--- config.mk ---
export PLATFORM = sky130hd
export DESIGN_NAME = valu_beat_seq_flat
export DESIGN_NICKNAME = d
export VERILOG_FILES = /design/src/rtl/valu_beat_seq_if.sv /design/src/rtl/valu_beat_seq.sv /design/src/flat_wrapper.sv
export SDC_FILE = /design/constraint.sdc
export NUM_CORES = 1
export LEC_CHECK = 0
export ABC_AREA = 1
export BUFFER_PORTS_ARGS = -buffer_cell sky130_fd_sc_hd__buf_2
export CORE_UTILIZATION = 45
export CTS_CLUSTER_SIZE = 8
export DETAILED_ROUTE_END_ITERATION = 16
export PLACE_DENSITY = 0.68
export SETUP_SLACK_MARGIN = 0.2
export SLEW_MARGIN = 5
export SYNTH_ARGS = -nofsm -noshare
export SYNTH_HDL_FRONTEND = slang
export SYNTH_SLANG_ARGS = --single-unit
--- constraint.sdc ---
create_clock -name clk -period 2 [get_ports clk]
set_input_delay 0.1 -clock clk [delete_from_list [all_inputs] [get_ports clk]]
set_output_delay 0.1 -clock clk [all_outputs]
set_load 0.1 [all_outputs]
--- src/rtl/valu_beat_seq_if.sv ---
// Command and beat bundle between the vALU issue side and valu_beat_seq; master drives commands
// and stall, slave (the sequencer) drives cmd_ready and the registered beat outputs.
interface valu_beat_seq_if #(
  parameter int REQ_BYTE_EN_WIDTH = 8,
  parameter int REQ_ADDR_WIDTH    = 32,
  parameter int VL_WIDTH          = 12
);
  logic                         cmd_valid;
  logic                         cmd_ready;
  logic [VL_WIDTH-1:0]          cmd_vl;
  logic [2:0]                   cmd_sew;
  logic [REQ_ADDR_WIDTH-1:0]    cmd_addr;
  logic                         in_stall;
  logic                         out_valid;
  logic [REQ_ADDR_WIDTH-1:0]    out_addr;
  logic [2:0]                   out_sew;
  logic [VL_WIDTH-1:0]          out_start_idx;
  logic [REQ_BYTE_EN_WIDTH-1:0] out_byte_en;
  logic                         out_last;
  logic                         out_done;

  modport master (
    output cmd_valid, cmd_vl, cmd_sew, cmd_addr, in_stall,
    input  cmd_ready, out_valid, out_addr, out_sew, out_start_idx, out_byte_en, out_last, out_done
  );

  modport slave (
    input  cmd_valid, cmd_vl, cmd_sew, cmd_addr, in_stall,
    output cmd_ready, out_valid, out_addr, out_sew, out_start_idx, out_byte_en, out_last, out_done
  );
endinterface

--- src/rtl/valu_beat_seq.sv ---
// Beat sequencer: first beat one edge after handshake, then one beat per edge with in_stall low.
// VALU_SEQ_TAIL_MASK_EN defined: last beat byte_en masks unused tail bytes; otherwise all ones.
module valu_beat_seq #(
  parameter int REQ_BYTE_EN_WIDTH = 8,
  parameter int REQ_ADDR_WIDTH    = 32,
  parameter int VL_WIDTH          = 12
) (
  input  logic            clk,
  input  logic            rst,
  valu_beat_seq_if.slave  bus
);
  localparam int IW = VL_WIDTH + 1;

  typedef enum logic {IDLE, RUN} state_e;

  state_e                        state_q, state_d;
  logic [REQ_ADDR_WIDTH-1:0]     addr_q, addr_d;
  logic [IW-1:0]                 idx_q, idx_d;
  logic [VL_WIDTH-1:0]           rem_q, rem_d;
  logic [2:0]                    sew_q, sew_d;
  logic                          valid_q, valid_d;
  logic [REQ_ADDR_WIDTH-1:0]     oaddr_q, oaddr_d;
  logic [2:0]                    osew_q, osew_d;
  logic [VL_WIDTH-1:0]           oidx_q, oidx_d;
  logic [REQ_BYTE_EN_WIDTH-1:0]  be_q, be_d;
  logic                          last_q, last_d;
  logic                          done_q, done_d;

  logic [IW-1:0]                 epb;
  logic                          is_last;
  logic                          cmd_legal;
  logic [REQ_BYTE_EN_WIDTH-1:0]  last_be;

  assign epb       = IW'(REQ_BYTE_EN_WIDTH) >> sew_q;
  assign is_last   = {1'b0, rem_q} <= epb;
  assign cmd_legal = (bus.cmd_sew < 3'd4) && (bus.cmd_vl != '0);

`ifdef VALU_SEQ_TAIL_MASK_EN
  localparam int NBW = VL_WIDTH + 4;
  logic [NBW-1:0] tail_bytes;
  assign tail_bytes = NBW'(rem_q) << sew_q;
  always_comb begin
    last_be = '0;
    for (int b = 0; b < REQ_BYTE_EN_WIDTH; b++) begin
      last_be[b] = NBW'(b) < tail_bytes;
    end
  end
`else
  assign last_be = '1;
`endif

  assign bus.cmd_ready     = (state_q == IDLE);
  assign bus.out_valid     = valid_q;
  assign bus.out_addr      = oaddr_q;
  assign bus.out_sew       = osew_q;
  assign bus.out_start_idx = oidx_q;
  assign bus.out_byte_en   = be_q;
  assign bus.out_last      = last_q;
  assign bus.out_done      = done_q;

  always_comb begin
    state_d = state_q;
    addr_d  = addr_q;
    idx_d   = idx_q;
    rem_d   = rem_q;
    sew_d   = sew_q;
    valid_d = 1'b0;
    oaddr_d = oaddr_q;
    osew_d  = osew_q;
    oidx_d  = oidx_q;
    be_d    = be_q;
    last_d  = 1'b0;
    done_d  = 1'b0;
    case (state_q)
      IDLE: begin
        if (bus.cmd_valid) begin
          if (cmd_legal) begin
            state_d = RUN;
            sew_d   = bus.cmd_sew;
            addr_d  = bus.cmd_addr;
            idx_d   = '0;
            rem_d   = bus.cmd_vl;
          end else begin
            // Empty or illegal command: nothing to issue, report completion immediately.
            done_d = 1'b1;
          end
        end
      end
      RUN: begin
        if (!bus.in_stall) begin
          valid_d = 1'b1;
          oaddr_d = addr_q;
          oidx_d  = idx_q[VL_WIDTH-1:0];
          osew_d  = sew_q;
          be_d    = is_last ? last_be : '1;
          last_d  = is_last;
          done_d  = is_last;
          addr_d  = addr_q + REQ_ADDR_WIDTH'(1);
          idx_d   = idx_q + epb;
          rem_d   = is_last ? '0 : rem_q - epb[VL_WIDTH-1:0];
          if (is_last) state_d = IDLE;
        end
      end
      default: state_d = IDLE;
    endcase
  end

  always_ff @(posedge clk) begin
    if (rst) begin
      state_q <= IDLE;
      addr_q  <= '0;
      idx_q   <= '0;
      rem_q   <= '0;
      sew_q   <= '0;
      valid_q <= 1'b0;
      oaddr_q <= '0;
      osew_q  <= '0;
      oidx_q  <= '0;
      be_q    <= '0;
      last_q  <= 1'b0;
      done_q  <= 1'b0;
    end else begin
      state_q <= state_d;
      addr_q  <= addr_d;
      idx_q   <= idx_d;
      rem_q   <= rem_d;
      sew_q   <= sew_d;
      valid_q <= valid_d;
      oaddr_q <= oaddr_d;
      osew_q  <= osew_d;
      oidx_q  <= oidx_d;
      be_q    <= be_d;
      last_q  <= last_d;
      done_q  <= done_d;
    end
  end
endmodule

--- src/flat_wrapper.sv ---
// flat-port wrapper written by rule: the top's interface ports become plain ports
module valu_beat_seq_flat 
#(
  parameter int REQ_BYTE_EN_WIDTH = 8,
  parameter int REQ_ADDR_WIDTH    = 32,
  parameter int VL_WIDTH          = 12
)
  (clk, rst, bus_cmd_valid, bus_cmd_vl, bus_cmd_sew, bus_cmd_addr, bus_in_stall, bus_cmd_ready, bus_out_valid, bus_out_addr, bus_out_sew, bus_out_start_idx, bus_out_byte_en, bus_out_last, bus_out_done);
  valu_beat_seq_if #(.REQ_BYTE_EN_WIDTH(REQ_BYTE_EN_WIDTH), .REQ_ADDR_WIDTH(REQ_ADDR_WIDTH), .VL_WIDTH(VL_WIDTH)) bus_i ();
  input  logic clk;
  input  logic rst;
  input wire logic [$bits(bus_i.cmd_valid)-1:0] bus_cmd_valid;
  input wire logic [$bits(bus_i.cmd_vl)-1:0] bus_cmd_vl;
  input wire logic [$bits(bus_i.cmd_sew)-1:0] bus_cmd_sew;
  input wire logic [$bits(bus_i.cmd_addr)-1:0] bus_cmd_addr;
  input wire logic [$bits(bus_i.in_stall)-1:0] bus_in_stall;
  output wire logic [$bits(bus_i.cmd_ready)-1:0] bus_cmd_ready;
  output wire logic [$bits(bus_i.out_valid)-1:0] bus_out_valid;
  output wire logic [$bits(bus_i.out_addr)-1:0] bus_out_addr;
  output wire logic [$bits(bus_i.out_sew)-1:0] bus_out_sew;
  output wire logic [$bits(bus_i.out_start_idx)-1:0] bus_out_start_idx;
  output wire logic [$bits(bus_i.out_byte_en)-1:0] bus_out_byte_en;
  output wire logic [$bits(bus_i.out_last)-1:0] bus_out_last;
  output wire logic [$bits(bus_i.out_done)-1:0] bus_out_done;
  assign bus_i.cmd_valid = bus_cmd_valid;
  assign bus_i.cmd_vl = bus_cmd_vl;
  assign bus_i.cmd_sew = bus_cmd_sew;
  assign bus_i.cmd_addr = bus_cmd_addr;
  assign bus_i.in_stall = bus_in_stall;
  assign bus_cmd_ready = bus_i.cmd_ready;
  assign bus_out_valid = bus_i.out_valid;
  assign bus_out_addr = bus_i.out_addr;
  assign bus_out_sew = bus_i.out_sew;
  assign bus_out_start_idx = bus_i.out_start_idx;
  assign bus_out_byte_en = bus_i.out_byte_en;
  assign bus_out_last = bus_i.out_last;
  assign bus_out_done = bus_i.out_done;
  valu_beat_seq #(.REQ_BYTE_EN_WIDTH(REQ_BYTE_EN_WIDTH), .REQ_ADDR_WIDTH(REQ_ADDR_WIDTH), .VL_WIDTH(VL_WIDTH)) u_core (.clk(clk), .rst(rst), .bus(bus_i));
endmodule
# --- Word-level counts from Yosys, hierarchy flattened ---
# Index checks and enable logic that the tools add are counted.
totals:
  ff_bits: 112
  output_inout_bits: 59
  in_bits: 51
  word_cells: 52
op_classes:
  eq_ne: 3
  reduce_logical: 6
  addsub: 3
  muxes: 23
  bitwise: 2
  n_shift: 1
  n_lt_le_gt_ge: 2
op_table:
  columns: ["operator", "count"]
  rows:
  - ["32-bit two-way mux", 3]
  - ["32-bit case mux with 2 select lines", 1]
  - ["12-bit two-way mux", 4]
  - ["13-bit two-way mux", 3]
  - ["32-bit by 1-bit adder with 32-bit output (second input constant)", 1]
  - ["13-bit case mux with 2 select lines", 1]
  - ["12-bit case mux with 2 select lines", 1]
  - ["13-bit adder", 1]
  - ["12-bit by 13-bit less-or-equal comparator with 1-bit output", 1]
  - ["4-bit by 3-bit right shift with 13-bit output (first input constant)", 1]
  - ["12-bit nonzero test", 1]
  - ["12-bit subtractor", 1]
  - ["1-bit two-way mux", 8]
  - ["3-bit AND reduction", 2]
  - ["2-bit != test (second input constant)", 2]
  - ["1-bit case mux with 2 select lines", 2]
  - ["3-bit < comparator (second input constant)", 1]
  - ["2-bit by 1-bit != test with 1-bit output (second input constant)", 1]
  - ["1-bit NOT", 2]
  - ["2-bit AND reduction", 1]
  - ["2-bit OR reduction", 1]
  - ["1-bit logical AND", 1]

# --- Depth between registers and ports, before layout ---
# Gate-level depths: netlist of run 1.
depth:
  depth_word: 5
  mapped_depth: 14
  mapped_depth_nobuf: 14

# --- Least setup slack after synthesis of run 1 ---
# Ideal clock, no wire load.
synth_timing:
  path_type: "reg-to-reg"
  from: "register u_core.sew_q[0]"
  to: "register u_core.rem_q[8]"
  setup_time_ps: 128
  period_less_slack_ps: 1991
  arrival_time_ps: 1863
  path_buffers: 0
  slack_ps: 9
  stages_incl_launch_ff: 12
  required_time_ps: 1872
  path_cell_list: "dfxtp_1 -> inv_1 -> nor3_1 -> ha_1 -> inv_1 -> fa_1 -> a21oi_1 -> nand2_1 -> xor2_1 -> nor2_1 -> nor2_1 -> nor2_1"
synth_via:
  elab_chain_len: 5
  word_cells_on_any_way: 6
  cone_classes: "add/sub (1); order compare (1); shift (1); mux (3)"
synth_rtl:
  columns: ["item", "line_no", "text"]
  rows:
  - ["start, declared", "valu_beat_seq.sv:20", "logic [2:0] sew_q, sew_d;"]
  - ["start signal, assigned", "valu_beat_seq.sv:127", "sew_q <= sew_d;"]
  - ["4-bit by 3-bit right shift with 13-bit output *", "valu_beat_seq.sv:34", "assign epb = IW'(REQ_BYTE_EN_WIDTH) >> sew_q;"]
  - ["12-bit subtractor or 12-bit by 13-bit less-or-equal comparator with 1-bit output (tied branches)", "valu_beat_seq.sv:100, valu_beat_seq.sv:35", null]
  - ["12-bit two-way mux *", "valu_beat_seq.sv:100", "rem_d = is_last ? '0 : rem_q - epb[VL_WIDTH-1:0];"]
  - ["12-bit two-way mux *", "valu_beat_seq.sv:90", "if (!bus.in_stall) begin"]
  - ["12-bit case mux with 2 select lines *", "valu_beat_seq.sv:74", "case (state_q)"]
  - ["end signal, assigned", "valu_beat_seq.sv:126", "rem_q <= rem_d;"]
  - ["end, declared", "valu_beat_seq.sv:19", "logic [VL_WIDTH-1:0] rem_q, rem_d;"]
# Mark *: on every way between the ends. The rest lies on a longest branch, timed or not. The select of a mux whose other input is x is not followed.
# A chain may end at the register's enable or synchronous reset.

# --- Worst setup path in the final report of run 1 ---
layout_timing:
  from: "register u_core.sew_q[1]"
  to: "register u_core.rem_q[8]"
# The elaborated chain is that of the path after synthesis.

==> reports/metrics.cfg, run 1 <==
[yosys]
synthXorXnorAreaFrac_pct=1.26
avgSynthCellArea_um2=6.40
synth_mux_area_share_pct=0
synth_compound_area_share_pct=15.1
synth_edf_count=0
ys_types=34
synth_area_um2=6240
synthAdderAreaFrac_pct=2.65
ys_ff_latch=111
synth_top_cell_area_share_pct=35.6
syn_nets=1038
synth_warnings=0
ys_top_cells_by_count=nand2_1, nor2_1, dfxtp_1
synth_area_leader_cell=dfxtp_1
synthFlopType=dfxtp_1
synth.most_common_cell=nand2_1
async_flop_share_pct=0
ys_seq_area_share_pct=35.6
synth-simple-area-share_pct=35.1
synth_top_family_by_area=simple AND/OR/NAND/NOR gates
synth.area.top_cells=dfxtp_1, nand2_1, nor2_1
synthCells=975

[setup_path]
crit_required_ns=2.24
arrival_ns=2.19
worst-setup-path-type=reg2reg
reg2reg_setup_slack_ns=0.06
start_kind=flop
cp_max_fo=3
cp-end-kind=flop

[flow_run]
cap_violations=0

[final_layout]
syn_to_final_growth_pct=20.4
antenna_cells=0
utilization_pct=56.1
final_layout_size_suffix_gt1_share_pct=21.5
fin_area_um2=7520
nets=1133

[cts]
worstSkewPairLatency_ns=0.36
path_clk_slew_ns=0.07
clock-root-buffer=clkbuf_16
clockBufferDepth=2
clkSinkCount=111
cts_buffers=9
cts_hold_buf=0
cts_tree=built
cts_max_level=3

[status]
status=completed

[detailed_routing]
drt_iter0_drc=445
drt_wl_total_um=17400
vias_per_cell=5.09
postRouteAntennaNets=0
wire_per_inst_um=13.9
firstDrtPassIters=5
vias=6366
drc=0

[grt]
gr-total-overflow=0
grt_usage_pct=25.0
grt_pass1_wl_um=28700
antenna_found_initial=0
grt_max_degree=81
first_global_vias=5886

[die]
die_w_um=120
die-area_um2=14300
die_y_um=120
start_util_pct=46.6
rows=42
io_pins=110
core_area_um2=13400

[timing]
rsz0062_at_grt=yes
final_hold_viol_count=0
finalSetupViolCount=0
clock.fmax_ghz=0.514
timing.final.crit_share_pct=97.2
fin_ws_ns=0.0563
layout_min_cycle_time_ns=1.94
finClkSkew_ns=0.00770
finalSetupTns_ns=0
tightest_slew_ns=0.577
drv_slew=0
relSlewSlack_pct=61.5

[placed_design]
pre_cts_ws_ns=-0.0569
hpwlAfterDp_um=12300
port_buffers=109
dpl_cell_area_um2=6930
place.gp.congestion=0.965

[power]
vdd_drop_max_uv=420
power_leakage_uw=0.00341
powerDensity_nw_per_um2=781

[hold_path]
min-delay-path-class=in2reg

==> cell families (layout without fill, tap and decap cells) <==
logic type               Yosys count  in the layout
flip-flops                       111            111
XOR/XNOR                           9              9
AO/OA/AOI/OAI                    177            177
adder cells (fa/ha/maj)           12             12
buffers and inverters            141            240
AND/OR/NAND/NOR                  525            526
==> state kept, by name, summed over array words and instances (netlist names), 3 cells and up <==
signal / count
u_core.bus.out_start_idx: 12
u_core.bus.out_sew: 3
u_core.addr_q: 32
u_core.rem_q: 12
u_core.idx_q: 12
u_core.bus.out_addr: 32
u_core.sew_q: 3
==> layout by cell type, fill, tap and decap left out, types with 5 or more instances in the layout <==
| cell type | Yosys | routed |
|---|---|---|
| or2_2 | 6 | 6 |
| inv_2 | 3 | 10 |
| nand3_1 | 84 | 78 |
| nand4_1 | 10 | 10 |
| nand2_2 | 2 | 5 |
| nand2_1 | 235 | 231 |
| ha_4 | 0 | 5 |
| buf_4 | 10 | 22 |
| clkbuf_16 | 0 | 9 |
| nor2_1 | 170 | 161 |
| dfxtp_1 | 111 | 107 |
| xor2_1 | 8 | 8 |
| a22oi_1 | 8 | 8 |
| o21ai_0 | 97 | 94 |
| nor2_2 | 4 | 12 |
| a21oi_2 | 6 | 8 |
| a21oi_1 | 60 | 58 |
| inv_1 | 84 | 74 |
| buf_2 | 10 | 108 |
==> per-layer routing <==
| layer | vias to the layer above | wire length (um) | global-route usage, % |
|---|---|---|---|
| met3 | 23 | 547 | 2.80 |
| li1 | 3325 | - | - |
| met4 | 0 | 308 | 8.36 |
| met2 | 116 | 8450 | 43.5 |
| met1 | 2902 | 8110 | 32.1 |
| met5 | - | 0 | 0 |
==> path summary, 6_finish.rpt <==
path	start	end	cells past startpoint
hold / removal	bus_cmd_sew[1]	u_core.sew_q[1]	3
hold reg to reg	u_core.idx_q[11]	u_core.idx_q[11]	2
setup / recovery	u_core.sew_q[1]	u_core.rem_q[8]	11
setup reg to reg	u_core.sew_q[1]	u_core.rem_q[8]	11
==> through the flow <==
stage	total power (uW)	hold WS (ns)	std cells
2_1_floorplan	3760	0.169	975
3_3_place_gp	4070	0.396	1223
3_5_place_dp	4070	0.394	1223
4_1_cts	5840	0.0181	1247
5_1_grt	6170	0.0431	1251
6_report	5870	0.0237	1251
==> area by class of cell <==
class                           instances  area [um2]
Multi-Input combinational cell        724        3630
Fill cell                            1343        5880
Sequential cell                       111        2230
Clock buffer                           10         239
Inverter                               88         345
Tap cell                              176         220
Timing Repair Buffer                  136         808
Clock inverter                          6        36.3
==> power breakdown <==
| group | switching [uW] | internal [uW] |
|---|---|---|
| logic | 1170 | 459 |
| registers | 156 | 2360 |
| clock network | 851 | 874 |
| total | 2180 | 3690 |
==> critical path, cell delays in order, from the launching register on <==
cell and delay [ns]:
dfxtp_4 0.39, inv_4 0.06, nor3_4 0.18, ha_2 0.20, inv_2 0.04, fa_2 0.36, a21oi_2 0.18, nand2_1 0.08
xor2_1 0.16, nor2_2 0.05, nor2_1 0.08, nor2_1 0.04
==> timing repair <==
item / CTS / global route
pin swaps: 9 / 14
cloned: 1 / 0
resized for setup: 15 / 44
buffers inserted: 7 / 4
endpoints found under the setup margin: 18 / 34
Power figures use the tool's default switching activity.
==> inputs of run 2 (changes only) <==
CORE_UTILIZATION = 30   (was 45)
PLACE_DENSITY = 0.49   (was 0.68)
==> run 2 against run 1 <==
Global-route usage decreased by 6.7 points. Critical endpoint is now u_core.rem_q[9]. Sequential share of layout area decreased by 0.28 points. Clock-buffer cell count up 1. Total power grew 0.85%. Sequential power barely moved. Utilization shrank 19 points. Critical path type unchanged. Maximum frequency rose by 1.7%.
==> reports/metrics.cfg, run 2 (same netlist as run 1, synthesis figures left out) <==
[status]
status=completed

[die]
rows=52  ; +24%
core_area_um2=20300  ; +51%
die_y_um=146  ; +22%
die_w_um=146  ; +22%
io_pins=110  ; unchanged
die-area_um2=21400  ; +49%
start_util_pct=30.7  ; -16 points

[setup_path]
crit_required_ns=2.24  ; about the same
cp_max_fo=4  ; +1
worst-setup-path-type=reg2reg
cp-end-kind=flop
start_kind=flop
rr_worst_depth=13  ; +2
arrival_ns=2.15  ; -0.04 ns

[final_layout]
syn_to_final_growth_pct=21.7
nets=1135  ; +0.18%
antenna_cells=0  ; unchanged
final_layout_size_suffix_gt1_share_pct=21.0  ; -0.48 points
utilization_pct=37.4  ; -19 points
fin_area_um2=7600  ; +1.1%
fillCellCount=2261  ; +68%
layout_common_cells=nand2_1, nor2_1, buf_2, dfxtp_1, o21ai_0
final_cells=1346  ; +7.6%
mostFrequentLayoutCell=nand2_1

[detailed_routing]
vias=6316  ; -0.79%
drc=0  ; unchanged
postRouteAntennaNets=0  ; unchanged
wire_per_inst_um=14.3  ; +2.9%
vias_per_cell=4.69  ; -7.8%
drt_wl_total_um=19300  ; +11%
firstDrtPassIters=4  ; -1
drt_iter0_drc=349  ; -22%

[placed_design]
dpl_cell_area_um2=7080  ; +2.1%
place_inst=1323  ; +8.2%
hpwlAfterDp_um=13900  ; +12%
place.gp.congestion=0.855  ; -11%
pre_cts_ws_ns=-0.0290  ; +0.0279 ns
port_buffers=109  ; unchanged

[timing]
layout_min_cycle_time_ns=1.91  ; -0.0324 ns
relSlewSlack_pct=62.9  ; +1.5 points
finalSetupViolCount=0  ; unchanged
fin_hold_ws_ns=0.0304  ; +0.00671 ns
timing.final.crit_share_pct=95.6  ; -1.6 points
drv_slew=0  ; unchanged
clock.fmax_ghz=0.523  ; +1.7%
finClkSkew_ns=0.00918  ; +0.00148 ns
tightest_slew_ns=0.556  ; -0.0211 ns
rsz0062_at_grt=yes
final_hold_viol_count=0  ; unchanged
fin_ws_ns=0.0887  ; +0.0324 ns

[cts]
path_clk_slew_ns=0.07  ; about the same
worstSkewPairLatency_ns=0.36  ; about the same
clkSinkCount=111  ; unchanged
clock-root-buffer=clkbuf_16
clockBufferDepth=2  ; unchanged
cts_tree=built
cts_buffers=9  ; unchanged
cts_max_level=3  ; unchanged

[power]
vdd_drop_max_uv=387  ; -7.9%
powerDensity_nw_per_um2=779  ; -0.22%
power_leakage_uw=0.00338  ; -0.87%

[grt]
first_global_vias=5854  ; -0.54%
grt_max_degree=81  ; unchanged
grt_pass1_wl_um=31100  ; +8.5%
antenna_found_initial=0  ; unchanged
gr-total-overflow=0  ; unchanged
grt_usage_pct=18.3  ; -6.7 points

[flow_run]
cap_violations=0  ; unchanged

[hold_path]
min-delay-path-class=in2reg
hold_depth=3  ; unchanged

-- run 2: critical path, stage by stage, from the launching register on --
cell and delay, ns:
dfxtp_4 0.39, inv_4 0.06, nor3_4 0.19, inv_2 0.06
ha_4 0.26, nand2_2 0.08, nand2_2 0.06, a21boi_2 0.20
buf_4 0.16, nand4_1 0.09, nand2_1 0.09, nor2_1 0.04
nor2_1 0.08, nor2_1 0.04
-- run 2: through the flow --
| stage | power [uW] | TNS [ns] |
|---|---|---|
| detailed placement | 4100 | -0.0535 |
| floorplan | 3760 | 0 |
| CTS | 5960 | 0 |
| global placement | 4110 | 0 |
| global route | 6260 | -0.322 |
| finish | 5920 | 0 |
-- run 2: per-layer routing --
layer	wire [um]	track usage, %
met1	9070	23.9
met2	9380	31.5
met3	664	2.94
met4	167	3.91
met5	0	0
-- run 2: repair_timing --
action / 4_1_cts / 5_1_grt
hold buffers: 0 / 0
buffers inserted: 3 / 4
setup endpoints to repair: 18 / 31
gates resized for setup: 19 / 25
cloned: 1 / 0
pin swaps: 9 / 18
-- run 2: power breakdown --
part,total (uW),internal [uW],switching [uW]
Combinational,1630,453,1180
Clock,1780,911,872
Sequential,2510,2360,153
Total,5920,3720,2200
-- run 2: area by class of cell --
type	count	area, um2	area share, %
well taps	270	338	4.45
multi-input cells	724	3600	47.4
clock buffers	11	253	3.33
repair buffers	138	801	10.5
inverters	88	340	4.48
clock inverters	4	31.3	0.412
flip-flops and latches	111	2230	29.4
-- run 2: final timing paths --
path	start	endpoint	slack (ns)
worst min register to register	u_core.idx_q[11]	u_core.idx_q[11]	0.50
worst max-delay path	u_core.sew_q[0]	u_core.rem_q[9]	0.09
worst max register to register	u_core.sew_q[0]	u_core.rem_q[9]	0.09
worst min-delay path	bus_cmd_sew[0]	u_core.sew_q[0]	0.03
==> inputs of run 3 (changes only) <==
CORE_ASPECT_RATIO = 0.8   (was unset)
==> run 3 against run 2 <==
Worst hold slack better by 0.020 ns. Utilization up 0.097 points. Clock-buffer cell count up 2. Via count down 0.60%. Sequential share of layout area up 0.20 points. First-iteration DRC count up 17%. Final cell count down 0.67%. Routed wire length up 0.80%.
==> reports/metrics.cfg, run 3 (same netlist as run 1, synthesis figures left out) <==
[power]
vdd_drop_max_uv=341  ; -12%
p_clk_share_pct=29.4  ; -0.7 points
comb_power_share_pct=27.6  ; about the same
intPower_uw=3700  ; -0.58%
power_leakage_uw=0.00337  ; -0.11%
p_sw_share_pct=36.7  ; -0.48 points
seq_power_share_pct=43.0  ; +0.6 points
powerDensity_nw_per_um2=775  ; -0.55%
p_sw_uw=2140  ; -2.6%

[grt]
grt_usage_pct=18.6  ; +0.30 points
grt_max_degree=81  ; unchanged
grt_pass1_wl_um=30600  ; -1.8%
antenna_found_initial=0  ; unchanged
gr-total-overflow=0  ; unchanged
first_global_vias=5538  ; -5.4%

[detailed_routing]
vias=6278  ; -0.60%
drt_iter0_drc=408  ; +17%
postRouteAntennaNets=0  ; unchanged
drt_wl_total_um=19400  ; +0.80%
wire_per_inst_um=14.5  ; +1.5%
firstDrtPassIters=8  ; +4
drc=0  ; unchanged
vias_per_cell=4.70  ; about the same

[timing]
finalSetupTns_ns=0  ; unchanged
finalSetupViolCount=0  ; unchanged
relSlewSlack_pct=62.7  ; -0.18 points
timing.final.crit_share_pct=96.9  ; +1.3 points
fin_hold_ws_ns=0.0507  ; +0.0203 ns
rsz0062_at_grt=yes
drv_slew=0  ; unchanged
finClkSkew_ns=0.00741  ; -0.00177 ns
final_hold_viol_count=0  ; unchanged
fin_ws_ns=0.0620  ; -0.0267 ns
layout_min_cycle_time_ns=1.94  ; +0.0267 ns
clock.fmax_ghz=0.516  ; -1.4%
tightest_slew_ns=0.559  ; +0.00271 ns

[status]
status=completed

[setup_path]
arrival_ns=2.18  ; +0.03 ns
cp-end-kind=flop
slowest_delay_ns=0.39  ; about the same
start_kind=flop
slowest_stage=fa_2
worst-setup-path-type=reg2reg
crit_family=adder cells
cp_num_buf_inv=2  ; -1
path_common_cell=nor2_1
cp_max_fo=3  ; -1
crit_required_ns=2.24  ; about the same
path_cells=inv_4, nor3_4, ha_2, inv_2, fa_2, a21oi_2, nand2_1, xor2_1, nor2_1, nor2_1, nor2_1

[final_layout]
antenna_cells=0  ; unchanged
final_cells=1337  ; -0.67%
layout_common_cells=nand2_1, nor2_1, buf_2, dfxtp_1, o21ai_0
fin_area_um2=7540  ; -0.79%
mostFrequentLayoutCell=nand2_1
fillCellCount=2209  ; -2.3%
nets=1133  ; -0.18%
syn_to_final_growth_pct=20.7
final_layout_size_suffix_gt1_share_pct=19.9  ; -1.1 points

[cts]
clkSinkCount=111  ; unchanged
cts_hold_buf=0  ; unchanged
worstSkewPairLatency_ns=0.36  ; about the same
cts_max_level=3  ; unchanged
path_clk_slew_ns=0.07  ; about the same
clock-root-buffer=clkbuf_16
cts_tree=built
clockBufferDepth=2  ; unchanged
cts_buffers=9  ; unchanged

[hold_path]
min-delay-path-class=in2reg

[placed_design]
place_inst=1315  ; -0.60%
dpl_cell_area_um2=7060  ; -0.32%
port_buffers=109  ; unchanged
place.gp.congestion=0.887  ; +3.7%
hpwlAfterDp_um=14100  ; +1.6%
pre_cts_ws_ns=-0.0498  ; -0.0208 ns

[die]
start_util_pct=31.1  ; +0.33 points
core_area_um2=20100  ; -1.0%
die_y_um=131  ; -10%
die-area_um2=21400  ; about the same
rows=46  ; -12%
die_w_um=163  ; +12%
io_pins=110  ; unchanged

[flow_run]
cap_violations=0  ; unchanged

-- run 3: through the flow --
step | power [uW] | util [%]
after global routing | 6150 | 37.5
after CTS | 5870 | 37.1
after global placement | 4110 | 35.2
after floorplan | 3760 | -
after detailed placement | 4110 | 35.2
final | 5840 | 37.5
-- run 3: layout make-up --
cell class	instances	area [um2]	share of cell area (%)
Inverter	88	338	4.48
Multi-Input combinational cell	724	3580	47.5
Clock buffer	13	260	3.45
Sequential cell	111	2230	29.6
Tap cell	264	330	4.38
Timing Repair Buffer	136	788	10.5
Clock inverter	1	5.00	0.0664
-- run 3: per-layer routing --
layer / vias up / track usage [%] / routed length (um)
met3: 15 / 3.69 / 1090
li1: 3323 / - / -
met2: 157 / 27.1 / 7930
met1: 2783 / 27.5 / 10200
met5: - / 0 / 0
met4: 0 / 4.89 / 233
-- run 3: what timing repair did --
| action | 4_1_cts | 5_1_grt |
|---|---|---|
| pin swaps | 8 | 2 |
| hold endpoints to repair | 0 | 0 |
| setup endpoints to repair | 19 | 38 |
| cloned | 1 | 0 |
| gates resized for setup | 18 | 17 |
| buffers inserted | 5 | 2 |
-- run 3: worst reg2reg max path, stage by stage, from the launching register on --
cell	delay, ns
dfxtp_4	0.37
inv_4	0.05
nor3_4	0.17
ha_2	0.19
inv_2	0.04
fa_2	0.39
a21oi_2	0.19
nand2_1	0.10
xor2_1	0.14
nor2_1	0.06
nor2_1	0.08
nor2_1	0.04
-- run 3: worst paths after layout --
kind	from	endpoint	slack [ns]	cells past startpoint
worst max-delay path	u_core.sew_q[0]	u_core.rem_q[8]	0.06	11
worst min-delay path	bus_cmd_addr[15]	u_core.addr_q[15]	0.05	5
worst max register to register	u_core.sew_q[0]	u_core.rem_q[8]	0.06	11
worst min register to register	u_core.addr_q[31]	u_core.bus.out_addr[31]	0.50	2
-- run 3: power by group through the flow --
stage / clock [uW] / combinational [uW] / sequential, uW
6_report: 1710 / 1620 / 2510
5_1_grt: 1850 / 1760 / 2540
4_1_cts: 1770 / 1600 / 2510
3_5_place_dp: 0 / 1550 / 2560
3_3_place_gp: 0 / 1550 / 2560
2_1_floorplan: 0 / 838 / 2920
